===== config.mk =====
export PLATFORM = sky130hd
export DESIGN_NAME = uart_rx_ctrl
export DESIGN_NICKNAME = d
export VERILOG_FILES = /design/src/rtl/uart_rx_ctrl.sv
export SDC_FILE = /design/constraint.sdc
export NUM_CORES = 1
export LEC_CHECK = 0
export ABC_AREA = 1
export CORE_ASPECT_RATIO = 0.7
export CORE_MARGIN = 1
export CORE_UTILIZATION = 47
export CTS_CLUSTER_DIAMETER = 80
export DETAILED_ROUTE_END_ITERATION = 10
export GPL_TIMING_DRIVEN = 0
export PLACE_DENSITY = 0.75
export SLEW_MARGIN = 10
export SYNTH_ARGS = -nofsm -noshare
export SYNTH_HDL_FRONTEND = slang
export SYNTH_SLANG_ARGS = --single-unit

===== constraint.sdc =====
create_clock -name clk -period 1.9 [get_ports clk]
set_input_delay 0.285 -clock clk [delete_from_list [all_inputs] [get_ports clk]]
set_output_delay 0.285 -clock clk [all_outputs]
set_load 0.01 [all_outputs]

===== src/rtl/uart_rx_ctrl.sv =====
// rtl/uart_rx_ctrl.sv - UART receive-side byte FIFO, status counters and config handshake
package uart_rx_ctrl_pkg;
    typedef enum logic [1:0] {
        STOP_BITS_1   = 2'd0,
        STOP_BITS_1P5 = 2'd1,
        STOP_BITS_2   = 2'd2
    } stop_bits_t;

    typedef enum logic [1:0] {
        PARITY_NONE = 2'd0,
        PARITY_EVEN = 2'd1,
        PARITY_ODD  = 2'd2
    } parity_t;
endpackage

module uart_rx_ctrl
    import uart_rx_ctrl_pkg::*;
#(
    parameter int FIFO_DEPTH = 4
) (
    input  logic       clk,
    input  logic       rst,
    input  logic       cfg_valid,
    output logic       cfg_ready,
    input  logic [3:0] cfg_num_data_bits,
    input  stop_bits_t cfg_stop_bits,
    input  parity_t    cfg_parity,
    input  logic [3:0] cfg_clk_ratio,
    output logic       cfg_done,
    output logic       cfg_err,
    output logic [3:0] num_data_bits,
    output stop_bits_t stop_bits,
    output parity_t    parity,
    output logic [3:0] rx_tx_clk_ratio,
    input  logic       rx_busy,
    input  logic       rx_done,
    input  logic [7:0] rx_data,
    input  logic       rx_error,
    output logic       rx_full,
    output logic       out_valid,
    input  logic       out_ready,
    output logic [7:0] out_data,
    output logic       out_error,
    input  logic       cnt_clr,
    output logic [7:0] overrun_cnt,
    output logic [7:0] parity_err_cnt
);
    localparam int AW = (FIFO_DEPTH > 1) ? $clog2(FIFO_DEPTH) : 1;

    typedef enum logic {S_IDLE, S_PENDING} state_t;

    logic          rx_done_q;
    logic          capture;
    logic [8:0]    mem [FIFO_DEPTH];
    logic [AW-1:0] wr_ptr, rd_ptr;
    logic [AW:0]   count;
    logic          push, pop, overrun;

    state_t        state, state_next;
    logic          load_shadow, apply, err_set, cfg_ok;
    logic [3:0]    sh_num_data_bits, sh_clk_ratio;
    stop_bits_t    sh_stop_bits;
    parity_t       sh_parity;

    // rx_done is a level held for several cycles; only its rising edge is a byte
    assign capture   = rx_done & ~rx_done_q;
    assign rx_full   = (count == (AW+1)'(FIFO_DEPTH));
    assign out_valid = (count != '0);
    assign pop       = out_valid & out_ready;
    assign push      = capture & (~rx_full | pop);
    assign overrun   = capture & rx_full & ~pop;
    assign out_data  = out_valid ? mem[rd_ptr][7:0] : 8'd0;
    assign out_error = out_valid ? mem[rd_ptr][8]   : 1'b0;

    always_ff @(posedge clk) begin
        if (push && !rst) begin
            mem[wr_ptr] <= {rx_error, rx_data};
        end
    end

    always_ff @(posedge clk) begin
        if (rst) begin
            rx_done_q <= 1'b0;
            wr_ptr    <= '0;
            rd_ptr    <= '0;
            count     <= '0;
        end else begin
            rx_done_q <= rx_done;
            if (push) wr_ptr <= wr_ptr + AW'(1);
            if (pop)  rd_ptr <= rd_ptr + AW'(1);
            case ({push, pop})
                2'b10:   count <= count + (AW+1)'(1);
                2'b01:   count <= count - (AW+1)'(1);
                default: count <= count;
            endcase
        end
    end

    always_ff @(posedge clk) begin
        if (rst || cnt_clr) begin
            overrun_cnt    <= 8'd0;
            parity_err_cnt <= 8'd0;
        end else begin
            if (overrun && overrun_cnt != 8'hFF)
                overrun_cnt <= overrun_cnt + 8'd1;
            if (capture && rx_error && parity_err_cnt != 8'hFF)
                parity_err_cnt <= parity_err_cnt + 8'd1;
        end
    end

    assign cfg_ok = (cfg_num_data_bits >= 4'd5) && (cfg_num_data_bits <= 4'd8)
                    && (cfg_clk_ratio >= 4'd2);

    always_comb begin
        state_next  = state;
        cfg_ready   = 1'b0;
        load_shadow = 1'b0;
        apply       = 1'b0;
        err_set     = 1'b0;
        case (state)
            S_IDLE: begin
                cfg_ready = 1'b1;
                if (cfg_valid) begin
                    if (cfg_ok) begin
                        load_shadow = 1'b1;
                        state_next  = S_PENDING;
                    end else begin
                        err_set = 1'b1;
                    end
                end
            end
            S_PENDING: begin
                // a capture edge marks a frame boundary still in flight; wait it out
                if (!rx_busy && !capture) begin
                    apply      = 1'b1;
                    state_next = S_IDLE;
                end
            end
            default: state_next = S_IDLE;
        endcase
    end

    always_ff @(posedge clk) begin
        if (rst) begin
            state            <= S_IDLE;
            cfg_done         <= 1'b0;
            cfg_err          <= 1'b0;
            sh_num_data_bits <= 4'd8;
            sh_stop_bits     <= STOP_BITS_1;
            sh_parity        <= PARITY_NONE;
            sh_clk_ratio     <= 4'd8;
            num_data_bits    <= 4'd8;
            stop_bits        <= STOP_BITS_1;
            parity           <= PARITY_NONE;
            rx_tx_clk_ratio  <= 4'd8;
        end else begin
            state    <= state_next;
            cfg_done <= apply;
            cfg_err  <= err_set;
            if (load_shadow) begin
                sh_num_data_bits <= cfg_num_data_bits;
                sh_stop_bits     <= cfg_stop_bits;
                sh_parity        <= cfg_parity;
                sh_clk_ratio     <= cfg_clk_ratio;
            end
            if (apply) begin
                num_data_bits   <= sh_num_data_bits;
                stop_bits       <= sh_stop_bits;
                parity          <= sh_parity;
                rx_tx_clk_ratio <= sh_clk_ratio;
            end
        end
    end
endmodule

==> summary.txt, run 1 <==
Critical path
  – CP Max Fanout: 10
  – Max incr delay on CP: 0.58 ns
  – CP Cell Sequence: clkdlybuf4s50_1, inv_2, buf_2, nand3_1, nor2_2
  – WP data arrival: 1.97 ns
  – Critical Path Sink Type: register
  – Startpoint class of the critical path: input port
  – Setup CP Type: input port to register
  – Slowest-stage cell, CP: clkdlybuf4s50_1
  – Reg2reg path depth: 10
  – CP required: 1.87 ns

Layout
  – Share of cells above drive strength 1: 14.4%
  – Layout Nets: 574
  – Finished Layout Cells: 644
  – Synth-to-Final Area Change: 31.5%
  – Util after Layout: 64.4%
  – # diodes: 0

Global route
  – Largest net degree at the start of global routing: 17
  – Total Routing Usage GR: 20.4%
  – First-pass GRT wire length: 13.9 mm
  – Overflow after GRT: 0
  – Vias in the first global route: 3,064
  – Initial antenna violation count: 0

STA
  – Pins over their slew limit: 0
  – Period utilization: 105%
  – Worst-margin pin slew: 0.566 ns
  – Final setup violation count: 27
  – Unrepaired setup endpoints after global routing: yes
  – Final Hold Vio Count: 0
  – Worst hold slack: 0.453 ns
  – Worst Skew: 0.0106 ns
  – Min cycle time layout: 2.00 ns
  – Highest clock rate: 500 MHz
  – Post-route worst setup slack: -0.0996 ns
  – Slew headroom: 62.2%

Synthesis
  – Synth Register Bits: 89
  – Most used DFF post-synth: dfxtp_1
  – Ys async rst share: 0%
  – Synth top area cells: edfxtp_1 (28%), dfxtp_1 (27%), nand2_1 (8.3%), nor2_1 (8.0%), inv_1 (4.3%)
  – Syn. warnings: 0
  – Syn_area_per_cell: 8.55 um^2
  – Area leader, netlist: edfxtp_1
  – Sequential fraction of the synthesis area: 55.3%
  – Mapped Area: 3870 um^2
  – Top-count cell post-synth: nand2_1
  – EDFF count, synth: 36
  – Mapped Nets: 489
  – Mapped Cells: 453
  – Post-synth top cells: nand2_1 (86), nor2_1 (82), dfxtp_1 (53)
  – Post-synth top area share: 27.9%
  – Synth cell types: 29

Routing
  – Final wirelength: 8.51 mm
  – Wire length per cell: 13.2 um
  – DRT antenna net count: 0
  – DR DRC count: 0
  – Number of DRC markers in iteration 0: 185
  – DR vias/cell: 4.97
  – Via count: 3,199
  – Initial DRT Pass Iterations: 4

Outcome
  – Violated checks: negative setup slack
  – Outcome: finished, violations left

Floorplan
  – Effective utilization at floorplan: 49.0%
  – Die Span Y: 77.9 um
  – I/O pin total: 70
  – Core Region: 7910 um^2
  – Die area: 8610 um^2
  – Row count: 27
  – Die width: 110 um

Placement
  – DP Cell Count: 623
  – Final HPWL DP: 5.90 mm
  – Buffers added on ports: 69
  – Routability cong.: 0.803

Power and ir drop
  – Cell-internal power: 3640 uW
  – Cell Pwr Density: 1020 nW/um^2
  – Clk pwr share: 32.7%
  – Sequential share of power: 42.0%
  – Leakage power: 0.00205 uW
  – P_sw: 1550 uW
  – Combinational share of power: 25.3%
  – Switch share: 29.9%
  – Max rail drop VDD: 0.674 mV

Clocking
  – CTS buffer count: 9
  – CTS tree: built
  – CTS max path bufs: 2
  – Worst-path clk slew: 0.06 ns
  – CTS Hold Bufs: 0
  – Insertion delay to the later sink of the worst-skew pair: 0.34 ns
  – Clock H-tree levels: 3
  – Total clock sinks: 89
  – Root Driver: clkbuf_16

Min path
  – Hold crit path type: register to register
  – Hold Path Depth: 2

Job
  – Max cap viols: 0
## layout by cell type, fill, tap and decap left out, types with 4 or more instances in the layout
| master | instances |
|---|---|
| a21oi_1 | 30 |
| buf_4 | 4 |
| buf_6 | 7 |
| clkbuf_16 | 10 |
| clkbuf_2 | 7 |
| clkdlybuf4s50_1 | 59 |
| clkinvlp_4 | 4 |
| dfxtp_1 | 50 |
| edfxtp_1 | 36 |
| ha_1 | 7 |
| inv_1 | 42 |
| inv_2 | 13 |
| nand2_1 | 85 |
| nand3_1 | 16 |
| nand4_1 | 6 |
| nor2_1 | 78 |
| nor2_2 | 7 |
| nor2_4 | 4 |
| o21ai_0 | 16 |
| o21ai_1 | 24 |
## power groups by stage
stage / Combinational (uW) / Clock (uW) / Sequential (uW)
6_report: 1310 / 1700 / 2180
4_1_cts: 1300 / 1720 / 2170
2_1_floorplan: 643 / 0 / 2180
3_3_place_gp: 1140 / 0 / 2180
5_1_grt: 1430 / 1800 / 2190
3_5_place_dp: 1170 / 0 / 2190
## sequential cells by signal (all words and copies together), names as in the netlist, 2 cells and up, named ones only
| register | flops |
|---|---|
| overrun_cnt | 8 |
| stop_bits | 2 |
| sh_stop_bits | 2 |
| count | 3 |
| sh_parity | 2 |
| rd_ptr | 2 |
| parity_err_cnt | 8 |
| rx_tx_clk_ratio | 4 |
| wr_ptr | 2 |
| parity | 2 |
| num_data_bits | 4 |
| sh_clk_ratio | 4 |
| sh_num_data_bits | 4 |
| mem | 36 |
## routing by layer
metal  global-route usage (%)  vias to the layer above  part of all wire [%]
li1                         -                     1635                     -
met1                     26.4                     1471                    48
met2                     33.0                       79                    46
met3                     5.86                       14                   4.7
met4                     6.80                        0                   1.3
met5                        0                        -                     0
## path summary, 6_finish.rpt
| check | startpoint | end | slack [ns] |
|---|---|---|---|
| hold reg to reg | stop_bits[1]$_SDFFE_PP0P_ | stop_bits[1]$_SDFFE_PP0P_ | 0.45 |
| hold / removal | stop_bits[1]$_SDFFE_PP0P_ | stop_bits[1]$_SDFFE_PP0P_ | 0.45 |
| setup / recovery | rst | mem[3][2]$_DFFE_PP_ | -0.1 |
| setup reg to reg | count[0]$_SDFFE_PP0P_ | count[2]$_SDFFE_PP0P_ | 0.03 |
## cell type report
class / count / area, um^2
Inverter: 59 / 231
Multi-Input combinational cell: 294 / 1490
Timing Repair Buffer: 74 / 702
Buffer: 11 / 101
Tap cell: 101 / 126
Sequential cell: 89 / 2150
Clock inverter: 5 / 37.5
Clock buffer: 11 / 254
Fill cell: 662 / 2820
## kinds of logic after synthesis
logic type                 share of synthesized area (%)
DFF                                                 55.3
adders and majority gates                           2.78
and+or+nand+nor                                     23.3
AOI/OAI and AO/OA                                   9.76
xor gates and xnor gates                            1.36
buffers and inverters                               7.50
## repair_timing
item,in CTS,in global routing
gates resized for setup,44,25
pin swaps,1,1
setup buffers,5,0
setup endpoints to repair,47,47
## worst max-delay path: cells and delay by family
| family | cells | cell delay [ns] |
|---|---|---|
| buffers and inverters | 3 | 0.91 |
| AND/OR/NAND/NOR | 2 | 0.77 |
## per-stage QoR
step / setup WS, ns / instance area, um^2 / power, uW / TNS [ns]
after detailed placement: -0.633 / 4690 / 3360 / -23.94
final: -0.0996 / 5090 / 5190 / -1.99
after CTS: -0.0933 / 5090 / 5200 / -2.09
after floorplan: 0.100 / 3870 / 2820 / 0
after global routing: -0.154 / 5090 / 5410 / -3.79
after global placement: -0.589 / 4690 / 3330 / -22.04
Note: power is estimated with default switching activity, not from simulation.
==> run 2, diff against run 1 <==
--- a/config.mk
+++ b/config.mk
@@ -6,6 +6,7 @@
 export NUM_CORES = 1
 export LEC_CHECK = 0
 export ABC_AREA = 1
+export CAP_MARGIN = 10
 export CORE_ASPECT_RATIO = 0.7
 export CORE_MARGIN = 1
 export CORE_UTILIZATION = 47
==> results of run 2 <==
Final layout, timing and power as in run 1 (identical DEF).
